==> src/rtl/i2c_codec_responder.sv <==
// I2C target model of the audio codec control port: decodes 3-byte writes to 7'h1A,
// ACKs them and maintains the 10 x 9-bit codec register file.
module i2c_codec_responder (
   input  logic       clk_i,
   input  logic       rst_i,
   input  logic       scl_i,
   input  logic       sda_i,
   output logic       sda_oe_o,
   output logic       wr_valid_o,
   output logic [6:0] wr_addr_o,
   output logic [8:0] wr_data_o,
   input  logic [3:0] rd_addr_i,
   output logic [8:0] rd_data_o,
   output logic       active_o,
   output logic       busy_o,
   output logic       err_o
);
   localparam logic [6:0] DEV_ADDR = 7'h1A;

   typedef enum logic [3:0] {
      IDLE, ADDR, ACK_A, BYTE1, ACK_1, BYTE2, ACK_2, EXTRA, NACK_WAIT
   } state_t;

   function automatic logic [8:0] reg_default(input logic [3:0] idx);
      case (idx)
         4'd0:    reg_default = 9'h097;
         4'd1:    reg_default = 9'h097;
         4'd2:    reg_default = 9'h079;
         4'd3:    reg_default = 9'h079;
         4'd4:    reg_default = 9'h00A;
         4'd5:    reg_default = 9'h008;
         4'd6:    reg_default = 9'h09F;
         4'd7:    reg_default = 9'h00A;
         default: reg_default = 9'h000;
      endcase
   endfunction

   // [0],[1] form the synchroniser, [2] is the history flop used for edge detection
   logic [2:0] scl_pipe_r;
   logic [2:0] sda_pipe_r;
   state_t     state_r, state_n;
   logic [3:0] cnt_r, cnt_n;
   logic [7:0] shift_r, shift_n;
   logic [7:0] byte1_r, byte1_n;
   logic       sda_oe_r, busy_r, err_r, wr_valid_r;
   logic [6:0] wr_addr_r;
   logic [8:0] wr_data_r;
   logic [8:0] regs_r [0:9];
   logic       commit_s, err_s;
   logic [6:0] commit_addr_s;
   logic [8:0] commit_data_s;
   logic       scl_rise_s, scl_fall_s, start_s, stop_s;
   logic [8:0] rd_data_s;

   assign scl_rise_s    = scl_pipe_r[1] & ~scl_pipe_r[2];
   assign scl_fall_s    = ~scl_pipe_r[1] & scl_pipe_r[2];
   assign start_s       = scl_pipe_r[1] & scl_pipe_r[2] & sda_pipe_r[2] & ~sda_pipe_r[1];
   assign stop_s        = scl_pipe_r[1] & scl_pipe_r[2] & ~sda_pipe_r[2] & sda_pipe_r[1];
   assign commit_addr_s = byte1_r[7:1];
   assign commit_data_s = {byte1_r[0], shift_r};

   // Bus synchronisers, reset to the idle-high bus level
   always_ff @(posedge clk_i or posedge rst_i) begin
      if (rst_i) begin
         scl_pipe_r <= 3'b111;
         sda_pipe_r <= 3'b111;
      end else begin
         scl_pipe_r <= {scl_pipe_r[1:0], scl_i};
         sda_pipe_r <= {sda_pipe_r[1:0], sda_i};
      end
   end

   // Next-state logic: START/STOP override all bit-level events
   always_comb begin
      state_n  = state_r;
      cnt_n    = cnt_r;
      shift_n  = shift_r;
      byte1_n  = byte1_r;
      commit_s = 1'b0;
      err_s    = 1'b0;
      if (stop_s) begin
         state_n = IDLE;
         cnt_n   = 4'd0;
      end else if (start_s) begin
         state_n = ADDR;
         cnt_n   = 4'd0;
      end else begin
         case (state_r)
            ADDR, BYTE1, BYTE2, EXTRA: begin
               if (scl_rise_s && (cnt_r < 4'd8)) begin
                  shift_n = {shift_r[6:0], sda_pipe_r[1]};
                  cnt_n   = cnt_r + 4'd1;
               end else if (scl_fall_s && (cnt_r == 4'd8)) begin
                  cnt_n = 4'd0;
                  case (state_r)
                     ADDR: begin
                        if (shift_r == {DEV_ADDR, 1'b0}) begin
                           state_n = ACK_A;
                        end else if (shift_r == {DEV_ADDR, 1'b1}) begin
                           state_n = NACK_WAIT;
                           err_s   = 1'b1;
                        end else begin
                           state_n = NACK_WAIT;
                        end
                     end
                     BYTE1: begin
                        state_n = ACK_1;
                        byte1_n = shift_r;
                     end
                     BYTE2: begin
                        state_n  = ACK_2;
                        commit_s = 1'b1;
                        if ((commit_addr_s > 7'd9) && (commit_addr_s != 7'd15)) begin
                           err_s = 1'b1;
                        end else begin
                           err_s = 1'b0;
                        end
                     end
                     EXTRA: begin
                        // count 9 marks the NACKed ninth clock so its rise is not shifted
                        err_s = 1'b1;
                        cnt_n = 4'd9;
                     end
                     default: state_n = state_r;
                  endcase
               end else if (scl_fall_s && (cnt_r == 4'd9)) begin
                  cnt_n = 4'd0;
               end else begin
                  cnt_n = cnt_r;
               end
            end
            ACK_A: begin
               if (scl_fall_s) state_n = BYTE1;
               else            state_n = state_r;
            end
            ACK_1: begin
               if (scl_fall_s) state_n = BYTE2;
               else            state_n = state_r;
            end
            ACK_2: begin
               if (scl_fall_s) state_n = EXTRA;
               else            state_n = state_r;
            end
            IDLE, NACK_WAIT: state_n = state_r;
            default:         state_n = IDLE;
         endcase
      end
   end

   // FSM state and registered outputs
   always_ff @(posedge clk_i or posedge rst_i) begin
      if (rst_i) begin
         state_r    <= IDLE;
         cnt_r      <= 4'd0;
         shift_r    <= 8'h00;
         byte1_r    <= 8'h00;
         sda_oe_r   <= 1'b0;
         busy_r     <= 1'b0;
         err_r      <= 1'b0;
         wr_valid_r <= 1'b0;
         wr_addr_r  <= 7'd0;
         wr_data_r  <= 9'd0;
      end else begin
         state_r    <= state_n;
         cnt_r      <= cnt_n;
         shift_r    <= shift_n;
         byte1_r    <= byte1_n;
         sda_oe_r   <= (state_n == ACK_A) || (state_n == ACK_1) || (state_n == ACK_2);
         busy_r     <= (state_n != IDLE);
         err_r      <= err_s;
         wr_valid_r <= commit_s;
         if (commit_s) begin
            wr_addr_r <= commit_addr_s;
            wr_data_r <= commit_data_s;
         end
      end
   end

   // Register file: write commit, or full restore on register 15
   always_ff @(posedge clk_i or posedge rst_i) begin
      if (rst_i) begin
         for (int i = 0; i < 10; i++) regs_r[i] <= reg_default(4'(i));
      end else if (commit_s) begin
         if (commit_addr_s <= 7'd9) begin
            regs_r[commit_addr_s[3:0]] <= commit_data_s;
         end else if (commit_addr_s == 7'd15) begin
            for (int i = 0; i < 10; i++) regs_r[i] <= reg_default(4'(i));
         end
      end
   end

   // Combinational register read with out-of-range index returning zero
   always_comb begin
      if (rd_addr_i <= 4'd9) rd_data_s = regs_r[rd_addr_i];
      else                   rd_data_s = 9'h000;
   end

   assign rd_data_o  = rd_data_s;
   assign sda_oe_o   = sda_oe_r;
   assign busy_o     = busy_r;
   assign err_o      = err_r;
   assign wr_valid_o = wr_valid_r;
   assign wr_addr_o  = wr_addr_r;
   assign wr_data_o  = wr_data_r;
   assign active_o   = regs_r[9][0];

endmodule

==> config.mk <==
export PLATFORM = sky130hd
export DESIGN_NAME = i2c_codec_responder
export DESIGN_NICKNAME = d
export VERILOG_FILES = /design/src/rtl/i2c_codec_responder.sv
export SDC_FILE = /design/constraint.sdc
export NUM_CORES = 1
export LEC_CHECK = 0
export ABC_AREA = 1
export ABC_CLOCK_PERIOD_IN_PS = 5550
export BUFFER_PORTS_ARGS = -buffer_cell sky130_fd_sc_hd__buf_2
export CELL_PAD_IN_SITES_DETAIL_PLACEMENT = 1
export CELL_PAD_IN_SITES_GLOBAL_PLACEMENT = 1
export CORE_ASPECT_RATIO = 1.5
export CORE_UTILIZATION = 42
export CTS_CLUSTER_DIAMETER = 120
export CTS_CLUSTER_SIZE = 25
export DETAILED_ROUTE_END_ITERATION = 10
export PLACE_DENSITY = 0.7
export REMOVE_ABC_BUFFERS = 1
export SLEW_MARGIN = 20
export SYNTH_ARGS = -nofsm -noshare
export SYNTH_HDL_FRONTEND = slang
export SYNTH_SLANG_ARGS = --single-unit
==> constraint.sdc <==
create_clock -name clk_i -period 5.55 [get_ports clk_i]
set_input_delay 0.2775 -clock clk_i [delete_from_list [all_inputs] [get_ports clk_i]]
set_output_delay 0.2775 -clock clk_i [all_outputs]
set_load 0.01 [all_outputs]
==> metrics.md <==
| Metric | Value |
|---|---|
| Total length of routed wires | `about 18 mm` |
| Result of the run | `finished clean` |
| Drt first-iter violations | `about 230` |
| Post-layout utilization of the core | `between 40% and 50%` |
| Gate count of the mapped netlist | `between 700 and 800` |
| X dimension of the die | `102 um` |
| End of the worst register-to-register path | `regs_r[38]` |
| Share of synthesized registers carrying an async set or reset | `100%` |
| R2r setup slk | `3050 ps` |
| Half-perimeter wire length after detailed placement | `~13 mm` |
| Total power per unit cell area | `354 nW/um2` |
| Min Clock Period, post-route | `around 2800 ps` |
| Clock sinks | `140` |
| Setup crit start | `rd_addr_i[1]` |
| Dominant register cell in the synthesized netlist | `sky130_fd_sc_hd__dfrtp_1` |
| Number of pins exceeding their max-slew limit in the final report | `0` |
| Type of the setup path with the least slack | `in2out` |
| Measured slew at the worst slew-check pin | `between 800 and 900 ps` |
| Total congestion overflow | `0` |
| Effective utilization at floorplan | `43.1%` |
| Critical path launch point type | `input pin` |
| Buffers from clock root to sink, at most | `2` |
| Number of cell instances on the worst register-to-register path | `11` |
| RSZ-0062 raised after global routing | `no` |
| Share of final-layout standard cells stronger than drive strength 1 | `~18%` |
| Largest vdd supply drop | `211 uV` |
| Crit-path cells | `buf_2 -> clkinv_1 -> nand2_2 -> clkinv_1 -> a221oi_1 -> o21ai_0 -> nand3_1 -> o21ai_0 -> buf_2` |
| Count of yosys warnings during synthesis | `0` |
| Via count of the first global-routing pass | `about 5500` |
| Number of search-and-repair iterations in the first detailed-routing pass | `6` |
| Static leakage power | `approximately 0.0032 uW` |
| Count of final setup violators | `0` |
| Crit path max-delay family | `buffers and inverters` |
| H-tree Lvls | `4` |
| Vertical die dimension | `roughly 150 um` |
| Total via count after detailed routing | `between 5000 and 6000` |
| Die Area | `roughly 15000 um2` |
| Clk_skew | `11.6 ps` |
| Number of top-level pins | `38` |
| Worst path buffer plus inverter count | `4` |
| Post-route clock period utilization | `between 40% and 50%` |
| Buffer type at the clock tree root | `sky130_fd_sc_hd__clkbuf_16` |
| Count of final hold-check violations | `0` |
| Relative slew slack | `41.1%` |
| Arrival time at the worst endpoint | `approximately 2500 ps` |
| Count of flip-flops with a built-in enable after synthesis | `0` |
| Mean routed wirelength per cell | `around 19 um` |
| CTS-repair resized insts | `0` |
| Avg Cell Area, Syn | `8.88 um2` |
| Total standard cell area after synthesis | `roughly 6300 um2` |
| Count of distinct cell types in the synthesized netlist | `35` |
| CTS tree | `done` |
| Placer Congestion | `a little under 0.9` |
| Clock latency on the worst-skew pair | `roughly 420 ps` |
| Total number of placement rows | `54` |
| Count of inserted antenna diode cells | `0` |
| First-pass GRT wire length | `a little under 30 mm` |
| Residual antenna-violating net count after detailed routing | `0` |
| Number of filler instances in the final layout | `~1700` |
| Largest fanout on the critical path | `18` |
| Max stage delay on crit path | `520 ps` |
| Area Overhead vs Synth | `16.0%` |
| Post-DR vias/cell | `about 5.4` |
| Global-route usage over all layers | `between 20% and 30%` |
| Summed negative setup slack over all endpoints | `0 ps` |
| Number of clock buffers inserted by TritonCTS | `17` |
| Total number of cells along the worst setup path | `9` |
| Sequential cell area fraction in the yosys report | `a little under three fifths` |
| Pin count of the biggest net entering global routing | `73` |
| Max frequency | `roughly 360 MHz` |
| Count of unresolved DRC violations after routing | `0` |
| Antenna violations before repair | `0` |
| End point of the critical path | `rd_data_o[2]` |
| Total of flip-flops plus latches after synthesis | `140` |
| Number of I/O port buffers | `37` |
| Area inside the core boundary | `between 10000 and 15000 um2` |
| Origin of the critical flop-to-flop path | `cnt_r[0]` |
| Worst hold path class | `reg2reg` |
| Max Cap Viol | `0` |
| CTS clk-pin slew, worst paths | `around 60 ps` |
| Count of nets after finishing | `approximately 760` |
| Endpoint type of the worst setup path | `primary output` |
| Slowest cell on the critical path | `sky130_fd_sc_hd__clkinv_1` |
| Required time at the worst-slack endpoint | `5270 ps` |
## repair_timing
item,in CTS,in global routing
endpoints found under the hold margin,41,0
hold buffers,3,0
setup buffers,0,0
## through the flow
| step | cells | setup WS, ps | instance area, um2 | power [uW] | hold WS (ps) |
|---|---|---|---|---|---|
| 5_1_grt | 954 | 2580 | 7260 | 2670 | 358 |
| 6_report | 954 | 2780 | 7260 | 2570 | 357 |
| 2_1_floorplan | 685 | 1580 | 6170 | 1290 | 282 |
| 3_5_place_dp | 919 | 2830 | 6620 | 1400 | 348 |
| 4_1_cts | 954 | 2820 | 7260 | 2590 | 357 |
| 3_3_place_gp | 919 | 3000 | 6620 | 1390 | 347 |
## layout by cell type, fill, tap and decap left out, drive strengths merged, types with 3 or more instances in the layout
cell	count
o21ai	135
a21oi	19
buf	38
o211ai	7
nand3	28
dfrtp	103
inv	95
bufinv	3
nor3	9
o2111ai	4
a221oi	6
clkinv	6
a22oi	9
nand2	144
ha	3
clkinvlp	4
dfstp	37
o22ai	30
nor2	45
clkbuf	17
o221ai	7
dlygate4sd3	3
## logic make-up after synthesis
kind of cell | synth area share, %
AO/OA/AOI/OAI | 20.6
XOR/XNOR | 0.140
adder cells (fa/ha/maj) | 0.600
buffers and inverters | 6.88
flip-flops | 56.8
AND/OR/NAND/NOR | 15.1
## cell usage after synthesis, types with 2 or more instances
| master | number | share of area [%] |
|---|---|---|
| sky130_fd_sc_hd__a221oi_1 | 6 | 0.84 |
| sky130_fd_sc_hd__nor2_1 | 42 | 2.5 |
| sky130_fd_sc_hd__o221ai_1 | 7 | 0.98 |
| sky130_fd_sc_hd__a22oi_1 | 9 | 1.1 |
| sky130_fd_sc_hd__o211ai_1 | 7 | 0.84 |
| sky130_fd_sc_hd__buf_2 | 5 | 0.40 |
| sky130_fd_sc_hd__nor2_4 | 2 | 0.36 |
| sky130_fd_sc_hd__clkinv_1 | 2 | 0.12 |
| sky130_fd_sc_hd__nand2_2 | 2 | 0.20 |
| sky130_fd_sc_hd__o2111ai_1 | 4 | 0.56 |
| sky130_fd_sc_hd__dfrtp_1 | 103 | 41 |
| sky130_fd_sc_hd__nand3_1 | 28 | 2.2 |
| sky130_fd_sc_hd__a21oi_2 | 7 | 0.98 |
| sky130_fd_sc_hd__dfstp_2 | 37 | 16 |
| sky130_fd_sc_hd__o22ai_1 | 30 | 3.0 |
| sky130_fd_sc_hd__nor3_1 | 8 | 0.64 |
| sky130_fd_sc_hd__nand2_1 | 142 | 8.5 |
| sky130_fd_sc_hd__inv_1 | 82 | 4.9 |
| sky130_fd_sc_hd__clkbuf_1 | 13 | 0.78 |
| sky130_fd_sc_hd__ha_1 | 3 | 0.60 |
| sky130_fd_sc_hd__o21ai_0 | 116 | 9.3 |
| sky130_fd_sc_hd__inv_2 | 9 | 0.54 |
| sky130_fd_sc_hd__o21ai_2 | 2 | 0.28 |
| sky130_fd_sc_hd__o21ai_1 | 16 | 1.3 |
| sky130_fd_sc_hd__a21oi_1 | 12 | 0.96 |
## report_power, final
| group | switching (uW) | internal [uW] |
|---|---|---|
| combinational | 196 | 71.9 |
| clock | 469 | 712 |
| sequential | 50.9 | 1070 |
| total | 717 | 1850 |
## flip-flops by register name, summed over array words and instances (netlist names), 3 cells and up
name        cells
byte1_r         8
cnt_r           4
regs_r         89
scl_pipe_r      3
sda_pipe_r      3
shift_r         8
state_r         4
wr_addr_o       7
wr_data_o       9
## routing by layer
metal | part of all wire [%] | up-vias | GRT usage (%)
met2 | 54 | 110 | 47.0
li1 | - | 2460 | -
met4 | 3.3 | 0 | 11.7
met1 | 39 | 2573 | 29.8
met5 | 0 | - | 0
met3 | 3.3 | 44 | 3.94
## worst min-delay path by stage
| stage | slack (ps) | from | cells past startpoint | to |
|---|---|---|---|---|
| after CTS | 360 | scl_pipe_r[0] | 0 | scl_pipe_r[1] |
| after detailed placement | 350 | scl_pipe_r[0] | 0 | scl_pipe_r[1] |
| final | 360 | scl_pipe_r[0] | 0 | scl_pipe_r[1] |
| after global placement | 350 | sda_pipe_r[0] | 0 | sda_pipe_r[1] |
| after floorplan | 280 | scl_i | 0 | scl_pipe_r[0] |
| after global routing | 360 | scl_pipe_r[0] | 0 | scl_pipe_r[1] |
## cell type report
type	count	area (um2)	share of cell area, %
sequential	140	3550	48.9
multi-input combinational	452	2270	31.3
clock buffer	17	425	5.86
inverter	93	354	4.88
tap	196	245	3.38
timing repair buffer	41	223	3.07
clock inverter	15	185	2.55
## worst reg2reg max path, delay by kind of cell, from the launching register on
kind	cells	cell delay, ps
buf+inv	3	430
flops	1	420
fa+ha+maj	1	150
simple gates	4	730
compound gates	3	650
(Power assumes the default switching activity.)
